### config.mk
export PLATFORM = sky130hd
export DESIGN_NAME = level_loader_flat
export DESIGN_NICKNAME = d
export VERILOG_FILES = /design/src/rtl/brick_pkg.sv /design/src/rtl/level_loader_if.sv /design/src/rtl/level_rom.sv /design/src/rtl/level_loader.sv /design/src/flat_wrapper.sv
export SDC_FILE = /design/constraint.sdc
export NUM_CORES = 1
export LEC_CHECK = 0
export ABC_CLOCK_PERIOD_IN_PS = 4800
export CORE_MARGIN = 4
export CORE_UTILIZATION = 45
export DETAILED_ROUTE_END_ITERATION = 16
export DONT_BUFFER_PORTS = 1
export PLACE_DENSITY = 0.66
export SYNTH_ARGS = -nofsm -noshare
export SYNTH_HDL_FRONTEND = slang
export SYNTH_SLANG_ARGS = --single-unit
### constraint.sdc
create_clock -name clk -period 4.8 [get_ports clk]
set_input_delay 0.72 -clock clk [delete_from_list [all_inputs] [get_ports clk]]
set_output_delay 0.72 -clock clk [all_outputs]
set_load 0.02 [all_outputs]
### src/rtl/brick_pkg.sv
// Shared types and default constants for the brick-field level loader.
package brick_pkg;

    typedef enum logic [2:0] {
        ST_IDLE,
        ST_PREP,
        ST_DRAW,
        ST_LOAD,
        ST_DONE
    } state_t;

    // Default grid geometry and draw timing
    localparam int DEF_BRICK_NUM  = 128;
    localparam int DEF_COLS       = 16;
    localparam int DEF_BRICK_W    = 20;
    localparam int DEF_BRICK_H    = 10;
    localparam int DEF_DRAW_DELAY = 200;

    // Health encoding: 0 is an empty slot, all-ones is the strongest brick
    localparam int DEF_HEALTH_W   = 2;
    localparam int HEALTH_EMPTY   = 0;

    function automatic int health_max(input int width);
        return (1 << width) - 1;
    endfunction

endpackage

### src/rtl/level_loader_if.sv
// Controller <-> loader <-> drawer/RAM signal bundle.
interface level_loader_if
    import brick_pkg::*;
#(
    parameter int LEVEL_W  = 2,
    parameter int HEALTH_W = DEF_HEALTH_W,
    parameter int COORD_W  = 10,
    parameter int ADDR_W   = 10
);
    logic                start;
    logic                clear;
    logic [LEVEL_W-1:0]  level_sel;
    logic                busy;
    logic                done;
    logic                load_draw;
    logic                writeEn;
    logic [ADDR_W-1:0]   address;
    logic [COORD_W-1:0]  x_out;
    logic [COORD_W-1:0]  y_out;
    logic [HEALTH_W-1:0] health;

    // Game-controller side
    modport master (
        output start, clear, level_sel,
        input  busy, done, load_draw, writeEn, address, x_out, y_out, health
    );

    // Loader side
    modport slave (
        input  start, clear, level_sel,
        output busy, done, load_draw, writeEn, address, x_out, y_out, health
    );
endinterface

### src/rtl/level_rom.sv
// Combinational level pattern table: (level, brick index) -> health.
// Levels beyond NUM_LEVELS read as empty.
module level_rom
    import brick_pkg::*;
#(
    parameter int NUM_LEVELS = 4,
    parameter int LEVEL_W    = 2,
    parameter int ADDR_W     = 10,
    parameter int HEALTH_W   = DEF_HEALTH_W
) (
    input  logic [LEVEL_W-1:0]  level_i,
    input  logic [ADDR_W-1:0]   index_i,
    output logic [HEALTH_W-1:0] health_o
);
    localparam logic [HEALTH_W-1:0] H_MAX   = HEALTH_W'(health_max(HEALTH_W));
    localparam logic [HEALTH_W-1:0] H_EMPTY = HEALTH_W'(HEALTH_EMPTY);

    logic [HEALTH_W-1:0] low_bits;
    logic [1:0]          idx_mod4;

    assign low_bits = HEALTH_W'(index_i);
    assign idx_mod4 = 2'(index_i);

    // Pattern select: levels repeat the four base patterns if NUM_LEVELS > 4
    always_comb begin
        health_o = H_EMPTY;
        if (int'(level_i) < NUM_LEVELS) begin
            case (2'(level_i))
                2'd0:    health_o = (low_bits == H_EMPTY) ? H_MAX : low_bits; // never empty
                2'd1:    health_o = (idx_mod4 == 2'd1) ? H_EMPTY : H_MAX;     // one gap per 4
                2'd2:    health_o = low_bits;                                 // ramp
                default: health_o = (^index_i) ? H_EMPTY : H_MAX;             // parity checker
            endcase
        end
    end
endmodule

### src/rtl/level_loader.sv
// Restartable level loader: walks every brick of a level, opens a draw
// window per brick and writes its health into brick RAM.
module level_loader
    import brick_pkg::*;
#(
    parameter int BRICK_NUM  = DEF_BRICK_NUM,
    parameter int COLS       = DEF_COLS,
    parameter int BRICK_W    = DEF_BRICK_W,
    parameter int BRICK_H    = DEF_BRICK_H,
    parameter int X_OFF      = 0,
    parameter int Y_OFF      = 0,
    parameter int DRAW_DELAY = DEF_DRAW_DELAY,
    parameter int NUM_LEVELS = 4,
    parameter int LEVEL_W    = 2,
    parameter int HEALTH_W   = DEF_HEALTH_W,
    parameter int COORD_W    = 10,
    parameter int ADDR_W     = 10,
    parameter int SKIP_EMPTY = 1
) (
    input  logic          clk,
    input  logic          resetn,
    level_loader_if.slave bus
);
    localparam int COL_W = (COLS > 1) ? $clog2(COLS) : 1;
    localparam int DLY_W = (DRAW_DELAY > 1) ? $clog2(DRAW_DELAY) : 1;

    localparam logic [ADDR_W-1:0] LAST_IDX = ADDR_W'(BRICK_NUM - 1);
    localparam logic [COL_W-1:0]  LAST_COL = COL_W'(COLS - 1);
    localparam logic [DLY_W-1:0]  LAST_DLY = DLY_W'(DRAW_DELAY - 1);

    state_t              state_q;
    logic                clear_q;
    logic [LEVEL_W-1:0]  level_q;
    logic [ADDR_W-1:0]   index_q;
    logic [COL_W-1:0]    col_q;
    logic [DLY_W-1:0]    dly_q;
    logic [COORD_W-1:0]  x_q;
    logic [COORD_W-1:0]  y_q;
    logic [HEALTH_W-1:0] health_q;
    logic                busy_q;
    logic                done_q;
    logic                load_draw_q;
    logic                write_en_q;

    logic                start_ok;
    logic [LEVEL_W-1:0]  sel_level;
    logic [LEVEL_W-1:0]  rom_level;
    logic [ADDR_W-1:0]   rom_index;
    logic [HEALTH_W-1:0] rom_health;
    logic                clear_d;
    logic [HEALTH_W-1:0] health_d;
    logic                draw_d;

    level_rom #(
        .NUM_LEVELS (NUM_LEVELS),
        .LEVEL_W    (LEVEL_W),
        .ADDR_W     (ADDR_W),
        .HEALTH_W   (HEALTH_W)
    ) u_rom (
        .level_i  (rom_level),
        .index_i  (rom_index),
        .health_o (rom_health)
    );

    // Look up the brick that will be current after this edge, so health and
    // the draw/skip decision are registered together with the brick index.
    always_comb begin
        start_ok  = bus.start && ((state_q == ST_IDLE) || (state_q == ST_DONE));
        sel_level = (int'(bus.level_sel) < NUM_LEVELS) ? bus.level_sel : '0;
        rom_level = start_ok ? sel_level : level_q;
        rom_index = start_ok ? '0 : (index_q + ADDR_W'(1));
        clear_d   = start_ok ? bus.clear : clear_q;
        health_d  = clear_d ? '0 : rom_health;
        draw_d    = clear_d || (SKIP_EMPTY == 0) || (rom_health != '0);
    end

    // Main FSM with counters, coordinate accumulators and registered outputs
    always_ff @(posedge clk or negedge resetn) begin
        if (!resetn) begin
            state_q     <= ST_IDLE;
            clear_q     <= 1'b0;
            level_q     <= '0;
            index_q     <= '0;
            col_q       <= '0;
            dly_q       <= '0;
            x_q         <= '0;
            y_q         <= '0;
            health_q    <= '0;
            busy_q      <= 1'b0;
            done_q      <= 1'b0;
            load_draw_q <= 1'b0;
            write_en_q  <= 1'b0;
        end else begin
            load_draw_q <= 1'b0;
            write_en_q  <= 1'b0;
            case (state_q)
                ST_IDLE, ST_DONE: begin
                    if (bus.start) begin
                        state_q     <= ST_PREP;
                        clear_q     <= bus.clear;
                        level_q     <= sel_level;
                        index_q     <= '0;
                        col_q       <= '0;
                        x_q         <= COORD_W'(X_OFF);
                        y_q         <= COORD_W'(Y_OFF);
                        health_q    <= health_d;
                        load_draw_q <= draw_d;
                        busy_q      <= 1'b1;
                        done_q      <= 1'b0;
                    end
                end
                ST_PREP: begin
                    // load_draw is high in PREP exactly when this brick is drawn
                    if (load_draw_q) begin
                        state_q <= ST_DRAW;
                        dly_q   <= '0;
                    end else begin
                        state_q    <= ST_LOAD;
                        write_en_q <= 1'b1;
                    end
                end
                ST_DRAW: begin
                    if (dly_q == LAST_DLY) begin
                        state_q    <= ST_LOAD;
                        write_en_q <= 1'b1;
                    end else begin
                        dly_q <= dly_q + DLY_W'(1);
                    end
                end
                ST_LOAD: begin
                    if (index_q == LAST_IDX) begin
                        state_q <= ST_DONE;
                        busy_q  <= 1'b0;
                        done_q  <= 1'b1;
                    end else begin
                        state_q     <= ST_PREP;
                        index_q     <= rom_index;
                        health_q    <= health_d;
                        load_draw_q <= draw_d;
                        if (col_q == LAST_COL) begin
                            col_q <= '0;
                            x_q   <= COORD_W'(X_OFF);
                            y_q   <= y_q + COORD_W'(BRICK_H);
                        end else begin
                            col_q <= col_q + COL_W'(1);
                            x_q   <= x_q + COORD_W'(BRICK_W);
                        end
                    end
                end
                default: state_q <= ST_IDLE;
            endcase
        end
    end

    assign bus.busy      = busy_q;
    assign bus.done      = done_q;
    assign bus.load_draw = load_draw_q;
    assign bus.writeEn   = write_en_q;
    assign bus.address   = index_q;
    assign bus.x_out     = x_q;
    assign bus.y_out     = y_q;
    assign bus.health    = health_q;
endmodule
### src/flat_wrapper.sv
// flat-port wrapper written by rule: the top's interface ports become plain ports
module level_loader_flat import brick_pkg::*;
#(
    parameter int BRICK_NUM  = DEF_BRICK_NUM,
    parameter int COLS       = DEF_COLS,
    parameter int BRICK_W    = DEF_BRICK_W,
    parameter int BRICK_H    = DEF_BRICK_H,
    parameter int X_OFF      = 0,
    parameter int Y_OFF      = 0,
    parameter int DRAW_DELAY = DEF_DRAW_DELAY,
    parameter int NUM_LEVELS = 4,
    parameter int LEVEL_W    = 2,
    parameter int HEALTH_W   = DEF_HEALTH_W,
    parameter int COORD_W    = 10,
    parameter int ADDR_W     = 10,
    parameter int SKIP_EMPTY = 1
)
  (clk, resetn, bus_start, bus_clear, bus_level_sel, bus_busy, bus_done, bus_load_draw, bus_writeEn, bus_address, bus_x_out, bus_y_out, bus_health);
  level_loader_if #(.LEVEL_W(LEVEL_W), .HEALTH_W(HEALTH_W), .COORD_W(COORD_W), .ADDR_W(ADDR_W)) bus_i ();
  input  logic clk;
  input  logic resetn;
  input wire logic [$bits(bus_i.start)-1:0] bus_start;
  input wire logic [$bits(bus_i.clear)-1:0] bus_clear;
  input wire logic [$bits(bus_i.level_sel)-1:0] bus_level_sel;
  output wire logic [$bits(bus_i.busy)-1:0] bus_busy;
  output wire logic [$bits(bus_i.done)-1:0] bus_done;
  output wire logic [$bits(bus_i.load_draw)-1:0] bus_load_draw;
  output wire logic [$bits(bus_i.writeEn)-1:0] bus_writeEn;
  output wire logic [$bits(bus_i.address)-1:0] bus_address;
  output wire logic [$bits(bus_i.x_out)-1:0] bus_x_out;
  output wire logic [$bits(bus_i.y_out)-1:0] bus_y_out;
  output wire logic [$bits(bus_i.health)-1:0] bus_health;
  assign bus_i.start = bus_start;
  assign bus_i.clear = bus_clear;
  assign bus_i.level_sel = bus_level_sel;
  assign bus_busy = bus_i.busy;
  assign bus_done = bus_i.done;
  assign bus_load_draw = bus_i.load_draw;
  assign bus_writeEn = bus_i.writeEn;
  assign bus_address = bus_i.address;
  assign bus_x_out = bus_i.x_out;
  assign bus_y_out = bus_i.y_out;
  assign bus_health = bus_i.health;
  level_loader #(.BRICK_NUM(BRICK_NUM), .COLS(COLS), .BRICK_W(BRICK_W), .BRICK_H(BRICK_H), .X_OFF(X_OFF), .Y_OFF(Y_OFF), .DRAW_DELAY(DRAW_DELAY), .NUM_LEVELS(NUM_LEVELS), .LEVEL_W(LEVEL_W), .HEALTH_W(HEALTH_W), .COORD_W(COORD_W), .ADDR_W(ADDR_W), .SKIP_EMPTY(SKIP_EMPTY)) u_core (.clk(clk), .resetn(resetn), .bus(bus_i));
endmodule
==> impl_results.rst, run 1 <==
.. list-table::
   :header-rows: 1

   * - Metric
     - Value
   * - Buffers from clock root to sink, at most
     - 2
   * - Cells resized by post-CTS repair
     - 0
   * - Min cycle time layout
     - 2880 ps
   * - Count of filler cells inserted in the layout
     - 541
   * - Parity-gate share of the synthesized area counting xor and xnor cells
     - 8.59%
   * - Drt pass-1 iters
     - 4
   * - Peak clock frequency supported by timing
     - 0.347 GHz
   * - Largest fanout of any net on the critical path
     - 13
   * - Initial standard-cell utilization of the core
     - 46.7%
   * - Total power
     - 1.51 mW
   * - Mux contribution to synthesized area
     - 0.716%
   * - HPWL after detailed placement
     - 4.02 mm
   * - Final worst path period share
     - 60.0%
   * - Clock latency at the later pin of the worst-skew pair
     - 310 ps
   * - Max-slew violation count
     - 0
   * - Total core area
     - 0.00599 mm^2
   * - Total buffers and inverters traversed by the critical path
     - 0
   * - Diode count
     - 0
   * - Setup repair after global routing missed its margin
     - false
   * - Critical Path Slowest Stage Cell
     - sky130_fd_sc_hd__dfrtp_1
   * - Actual slew at the worst max-slew pin
     - 923 ps
   * - Synthesized area divided by synthesized cell count
     - 8.88 um^2
   * - Total CTS buffers
     - 5
   * - Ys async rst share
     - 100%
   * - Clock-pin transition on the worst setup and hold timing paths
     - 100 ps
   * - Wire length of the first global-routing pass
     - 9.60 mm
   * - Crit path arrival time
     - 3100 ps
   * - Post-Syn Instances
     - 315
   * - Number of buffers inserted for hold repair after clock tree synthesis
     - 0
   * - Cell at the root of the clock tree
     - sky130_fd_sc_hd__clkbuf_8
   * - Share of layout cells above drive strength 1
     - 5.18%
   * - Layout-stage area growth over the synthesis result
     - 3.80%
   * - Cell seen most often among critical-path stages
     - sky130_fd_sc_hd__nor2_2
   * - Cell type group with the largest total delay on the critical path
     - simple AND/OR/NAND/NOR gates
   * - Dominant synthesized flop cell
     - sky130_fd_sc_hd__dfrtp_1
   * - TritonCTS clock tree
     - yes
   * - P_leak
     - 1.31 nW
   * - Crit path cell chain
     - ha_1 -> and2_2 -> a31oi_2 -> nor2_2 -> nor2_2 -> o211ai_1 -> or3_1 -> a21oi_1
   * - Number of buffers inserted by post-CTS setup repair
     - 0
   * - Endpoint of the worst setup timing path
     - u_core.bus.y_out[7]
   * - Minimum setup slack among reg-to-reg paths
     - 1920 ps
   * - Max-Slew Margin vs Limit
     - 38.5%
   * - Worst setup path category
     - reg -> reg
   * - Worst reg2reg path startpoint
     - u_core.bus.address[0]
   * - Routability-driven placement congestion ratio
     - 0.790
   * - Die ar.
     - 0.00754 mm^2
   * - Number of global-route vias before repair
     - 2016
   * - Number of cells on the critical path
     - 8
   * - Adder-cell share of the synthesized area
     - 3.13%
   * - Vias post-DR
     - 2113
   * - Vias per cell
     - 5.50
   * - Count of warnings emitted by yosys
     - 0
   * - First-iteration detailed-routing DRC count
     - 143
   * - Worst Hold Class
     - in -> async
   * - Maximum level of the CTS H-tree
     - 2
   * - Number of enable-type register cells in the synthesized netlist
     - 0
   * - Summed instance area of the synthesized netlist
     - 0.00280 mm^2
   * - Die H
     - 86.8 um
   * - Die width
     - 86.8 um
   * - Largest family of logic cells by synthesized area
     - simple AND/OR/NAND/NOR gates
   * - Final layout net count
     - 321
   * - Number of placement rows
     - 28
   * - Count of buffers inserted at the top-level ports
     - 0
   * - Worst setup EP type
     - flop
   * - Initial antenna violation count
     - 0
   * - Synthesized-area fraction occupied by ao, oa, aoi and oai cells
     - 15.1%
   * - Element type at the critical path start
     - flop
   * - Number of clock sinks
     - 51
   * - Peak supply drop
     - 0.258 mV
   * - Clock Skews
     - 9.37 ps
   * - Remaining global-route overflow
     - 0
   * - Largest net degree at the start of global routing
     - 52
   * - Endpoint of the worst-slack reg-to-reg timing path
     - u_core.bus.y_out[7]
   * - Count of state elements after synthesis
     - 51
   * - Simple-Gate Fraction of Synth Area
     - 23.0%
   * - WL per Instance
     - 14.8 um
   * - Count of antenna-violating nets left after detailed routing
     - 0
   * - Data required time at the worst endpoint
     - 5020 ps
   * - Number of distinct standard cells referenced by the synthesized netlist
     - 47
   * - Status
     - finished clean
   * - Routed Wire Length
     - 5.70 mm
   * - Number of failing hold endpoints at the final stage
     - 0
   * - Number of max-cap violations
     - 0
   * - Number of ports placed on the die boundary
     - 42
   * - TNS Setup
     - 0 ps
   * - Gr usage total
     - 16.2%
   * - Power per cell area
     - 519 mW/mm^2
   * - Final number of setup-violating endpoints
     - 0
   * - Max stage delay on crit path
     - 560 ps
   * - FF-to-FF path depth
     - 8
   * - Share of the yosys chip area belonging to registers
     - 45.6%
   * - Worst setup startpoint
     - u_core.bus.address[0]
   * - Number of design rule violations left after detail routing
     - 0
power by group:
group          total, mW  internal (mW)  leakage (nW)  switching (mW)
combinational      0.535          0.211         0.594           0.324
sequential         0.720          0.527         0.679           0.192
clock              0.250          0.102        0.0402           0.149
total               1.51          0.840          1.31           0.665
how the worst min path moves through the flow:
stage | cells after the start | startpoint | end | slack (ps)
after global placement | 0 | resetn | u_core.bus.y_out[6] | 430
final | 0 | resetn | u_core.bus.y_out[6] | 100
after CTS | 0 | resetn | u_core.bus.y_out[7] | 90
after floorplan | 0 | resetn | u_core.bus.address[0] | 420
after global routing | 0 | resetn | u_core.dly_q[3] | 80
after detailed placement | 0 | resetn | u_core.bus.y_out[6] | 430
cells in the final DEF, fill, tap and decap left out, drive strengths merged, types with 2 or more instances in the layout:
cell      Yosys  layout
a21o          3       3
a21oi        13      13
a31oi         7       7
and2          7       7
and3          6       6
clkbuf        7       5
clkinvlp      0       2
conb          1       3
dfrtp        51      51
ha            7       7
inv           5       5
mux2i         2       2
nand2        51      51
nand3        16      16
nand3b        2       2
nand4         4       4
nor2         35      35
nor2b         5       5
nor3          5       5
o21a          3       3
o21ai        28      28
o22ai         2       2
o31ai         4       4
or3           4       4
xnor2         8       8
xor2         16      16
final cells by class:
class                   count  area, um^2  share of cell area, %
clock buffers               5        68.8                   2.37
clock inverters             3        20.0                  0.690
inverters                   5        18.8                  0.647
multi-input cells         245        1430                   49.1
flip-flops and latches     51        1280                   44.0
well taps                  75        93.8                   3.23
cells in the mapped netlist (5+ instances only):
cell                       instances  share of area (%)
sky130_fd_sc_hd__xor2_1           16                5.0
sky130_fd_sc_hd__nor2_1           33                4.4
sky130_fd_sc_hd__nand2_1          51                6.8
sky130_fd_sc_hd__nand3_1          16                2.9
sky130_fd_sc_hd__nor3_1            5               0.89
sky130_fd_sc_hd__nor2b_1           5                1.1
sky130_fd_sc_hd__inv_1             5               0.67
sky130_fd_sc_hd__xnor2_1           7                2.2
sky130_fd_sc_hd__clkbuf_1          7               0.94
sky130_fd_sc_hd__a21oi_1          13                2.3
sky130_fd_sc_hd__dfrtp_1          51                 46
sky130_fd_sc_hd__ha_1              7                3.1
sky130_fd_sc_hd__and3_1            6                1.3
sky130_fd_sc_hd__and2_1            6                1.3
sky130_fd_sc_hd__a31oi_1           6                1.3
sky130_fd_sc_hd__o21ai_0          28                5.0
kinds of logic (layout without fill, tap and decap cells):
group / after synthesis / count (layout)
adder cells (fa/ha/maj): 7 / 7
buffers and inverters: 21 / 13
flip-flops: 51 / 51
other: 1 / 3
AO/OA/AOI/OAI: 69 / 69
multiplexers: 2 / 2
AND/OR/NAND/NOR: 139 / 139
XOR/XNOR: 25 / 25
stage by stage:
step | setup slack [ps] | std cells | util [%] | hold WS [ps] | cell area [um^2]
global placement | 2030 | 376 | 47.0 | 426 | 2810
finish | 1920 | 384 | 48.5 | 96.9 | 2900
global route | 1660 | 384 | 48.5 | 78.6 | 2900
floorplan | 2430 | 317 | - | 424 | 2800
detailed placement | 1900 | 376 | 47.0 | 426 | 2810
CTS | 1900 | 384 | 48.5 | 88.4 | 2900
worst register-to-register path, stage by stage, from the launching register on:
cell and delay [ps]:
sky130_fd_sc_hd__dfrtp_1 560, sky130_fd_sc_hd__ha_1 400, sky130_fd_sc_hd__and2_2 250, sky130_fd_sc_hd__a31oi_2 370
sky130_fd_sc_hd__nor2_2 200, sky130_fd_sc_hd__nor2_2 260, sky130_fd_sc_hd__o211ai_1 200, sky130_fd_sc_hd__or3_1 390
sky130_fd_sc_hd__a21oi_1 180
state kept, by name, summed over array words and instances (netlist names), 2 cells and up:
name                flops
u_core.state_q          3
u_core.col_q            4
u_core.bus.health       2
u_core.bus.y_out        9
u_core.bus.address     10
u_core.dly_q            8
u_core.bus.x_out        8
u_core.level_q          2
routing by layer:
layer	part of all wire, %	vias up	global-route usage [%]
met3	6.6	7	5.13
li1	-	1063	-
met5	0	-	0
met2	47	45	25.7
met4	1.3	0	4.82
met1	45	998	21.1
Power figures use the tool's default switching activity.
==> run 2, diff against run 1 <==
--- a/config.mk
+++ b/config.mk
@@ -5,12 +5,12 @@
 export SDC_FILE = /design/constraint.sdc
 export NUM_CORES = 1
 export LEC_CHECK = 0
-export ABC_CLOCK_PERIOD_IN_PS = 4800
+export ABC_CLOCK_PERIOD_IN_PS = 2340
 export CORE_MARGIN = 4
 export CORE_UTILIZATION = 45
 export DETAILED_ROUTE_END_ITERATION = 16
 export DONT_BUFFER_PORTS = 1
-export PLACE_DENSITY = 0.66
+export PLACE_DENSITY = 0.68
 export SYNTH_ARGS = -nofsm -noshare
 export SYNTH_HDL_FRONTEND = slang
 export SYNTH_SLANG_ARGS = --single-unit
==> constraint.sdc (replaced) <==
create_clock -name clk -period 2.34 [get_ports clk]
set_input_delay 0.351 -clock clk [delete_from_list [all_inputs] [get_ports clk]]
set_output_delay 0.351 -clock clk [all_outputs]
set_load 0.02 [all_outputs]
==> impl_results.rst, run 2 (synthesis gave the netlist of run 1 again) <==
.. list-table::
   :header-rows: 1

   * - Metric
     - Value
   * - Worst setup path category
     - reg -> reg
   * - Worst Hold Class
     - in -> reg
   * - Total CTS buffers
     - 5
   * - Vias post-DR
     - 2250
   * - Element type at the critical path start
     - flop
   * - Minimum setup slack among reg-to-reg paths
     - 120 ps
   * - Cell seen most often among critical-path stages
     - sky130_fd_sc_hd__mux2i_2
   * - WL per Instance
     - 14.6 um
   * - Most common cell after layout, fill and taps aside
     - sky130_fd_sc_hd__nand2_1
   * - Max stage delay on crit path
     - 410 ps
   * - Placed inst area
     - 0.00297 mm^2
   * - Clock Skews
     - 9.26 ps
   * - Routability-driven placement congestion ratio
     - 0.874
   * - Crit path arrival time
     - 2410 ps
   * - Min cycle time layout
     - 2220 ps
   * - Diode count
     - 0
   * - Vias per cell
     - 5.43
   * - Sequential Power Share
     - 40.7%
   * - Worst Hold End
     - u_core.state_q[2]
   * - Wire length of the first global-routing pass
     - 10.4 mm
   * - Peak clock frequency supported by timing
     - 0.450 GHz
   * - Max-slew violation count
     - 0
   * - Die ar.
     - 0.00754 mm^2
   * - Final layout net count
     - 351
   * - Cell at the root of the clock tree
     - sky130_fd_sc_hd__clkbuf_8
   * - P_leak
     - 1.50 nW
   * - Max reg flops
     - 10
   * - Status
     - finished clean
   * - Commonest cells after routing, fill and taps aside
     - sky130_fd_sc_hd__nand2_1, sky130_fd_sc_hd__dfrtp_1, sky130_fd_sc_hd__nor2_1
   * - TritonCTS clock tree
     - yes
   * - Number of ports placed on the die boundary
     - 42
   * - Total core area
     - 0.00599 mm^2
   * - Number of max-cap violations
     - 0
   * - Layout-stage area growth over the synthesis result
     - 14.3%
   * - Share of layout cells above drive strength 1
     - 15.0%
   * - Data required time at the worst endpoint
     - 2530 ps
   * - Peak supply drop
     - 0.606 mV
   * - Number of placement rows
     - 28
   * - Clock-pin transition on the worst setup and hold timing paths
     - 100 ps
   * - First-iteration detailed-routing DRC count
     - 118
   * - P_int
     - 2.02 mW
   * - Number of failing hold endpoints at the final stage
     - 0
   * - Worst setup EP type
     - flop
   * - Proportion of power drawn by the clock network
     - 19.0%
   * - Crit path cell chain
     - ha_1 -> buf_4 -> a21bo_2 -> o21ai_0 -> a211o_1 -> nand2b_1 -> mux2i_2 -> mux2i_2 -> a31oi_1
   * - Initial standard-cell utilization of the core
     - 46.7%
   * - Final worst path period share
     - 94.9%
   * - Worst reg2reg path startpoint
     - u_core.bus.address[1]
   * - Critical Path Slowest Stage Cell
     - sky130_fd_sc_hd__dfrtp_2
   * - Gr usage total
     - 17.3%
   * - Remaining global-route overflow
     - 0
   * - Largest fanout of any net on the critical path
     - 9
   * - Initial antenna violation count
     - 0
   * - Switching share of total power
     - 41.6%
   * - Combinational Power Share
     - 40.3%
   * - Post-route standard cell area excluding fillers
     - 0.00320 mm^2
   * - Worst setup startpoint
     - u_core.bus.address[1]
   * - Die H
     - 86.8 um
   * - Maximum level of the CTS H-tree
     - 2
   * - FF-to-FF path depth
     - 9
   * - Hold path startpoint
     - bus_start
   * - Final number of setup-violating endpoints
     - 0
   * - Count of antenna-violating nets left after detailed routing
     - 0
   * - Power per cell area
     - 1080 mW/mm^2
   * - Buffers from clock root to sink, at most
     - 2
   * - Number of clock sinks
     - 51
   * - Count of buffers inserted at the top-level ports
     - 0
   * - Die width
     - 86.8 um
   * - Routed Wire Length
     - 6.05 mm
   * - Number of stages on the worst hold path
     - 1
   * - Number of global-route vias before repair
     - 2212
   * - Total net switching power
     - 1.43 mW
   * - Largest net degree at the start of global routing
     - 52
   * - Clock latency at the later pin of the worst-skew pair
     - 310 ps
   * - Number of design rule violations left after detail routing
     - 0
   * - Drt pass-1 iters
     - 4
   * - Endpoint of the worst-slack reg-to-reg timing path
     - u_core.bus.health[0]
   * - Total power
     - 3.45 mW
   * - HPWL after detailed placement
     - 4.38 mm
[run 2: layout make-up]
type | instances | area (um^2)
fill | 546 | 2790
multi-input combinational | 245 | 1430
sequential | 51 | 1280
timing repair buffer | 30 | 248
tap | 75 | 93.8
clock buffer | 6 | 82.6
clock inverter | 2 | 38.8
inverter | 5 | 18.8
[run 2: how the worst max path moves through the flow]
| stage | end | slack [ps] | depth (start not counted) |
|---|---|---|---|
| 3_5_place_dp | u_core.bus.health[0] | 60 | 8 |
| 6_report | u_core.bus.health[0] | 120 | 9 |
| 4_1_cts | u_core.bus.health[0] | 60 | 8 |
| 2_1_floorplan | u_core.bus.health[1] | 6 | 9 |
| 3_3_place_gp | u_core.bus.health[1] | 140 | 8 |
| 5_1_grt | u_core.bus.health[0] | -10 | 7 |
[run 2: what timing repair did]
action	CTS	global route
endpoints found under the hold margin	51	0
endpoints found under the setup margin	0	3
gates resized for setup	0	6
hold buffers	2	0
setup buffers	0	7
[run 2: routing by layer]
layer / share of wire [%] / global-route usage (%) / up-vias
met5: 0 / 0 / -
met4: 1.2 / 6.09 / 0
met3: 6.3 / 4.47 / 7
met2: 48 / 28.3 / 40
met1: 45 / 22.0 / 1083
li1: - / - / 1120
[run 2: power groups by stage]
stage                     Combinational, mW  Clock [mW]  Sequential, mW
after detailed placement               1.32           0            1.43
final                                  1.39       0.654            1.41
after floorplan                       0.984           0            1.38
after global routing                   1.57       0.706            1.45
after global placement                 1.28           0            1.42
after CTS                              1.34       0.669            1.41
[run 2: metrics by stage]
stage / TNS (ps) / cells / setup WS (ps) / utilization (%) / hold slack [ps]
after detailed placement: 0 / 397 / 58.9 / 49.6 / 56.7
after global routing: -12.9 / 414 / -12.9 / 53.4 / 115
after global placement: 0 / 397 / 140 / 49.6 / 56.7
after CTS: 0 / 407 / 64.7 / 52.3 / 107
final: 0 / 414 / 120 / 53.4 / 115
after floorplan: 0 / 317 / 5.64 / - / 55.4
[run 2: worst max-delay path, delay by kind of cell (launching register included)]
kind                     cells  cell delay (ps)
AO/OA/AOI/OAI                4              660
multiplexers                 2              520
AND/OR/NAND/NOR              1              160
adder cells (fa/ha/maj)      1              200
buffers and inverters        1              170
flip-flops                   1              410
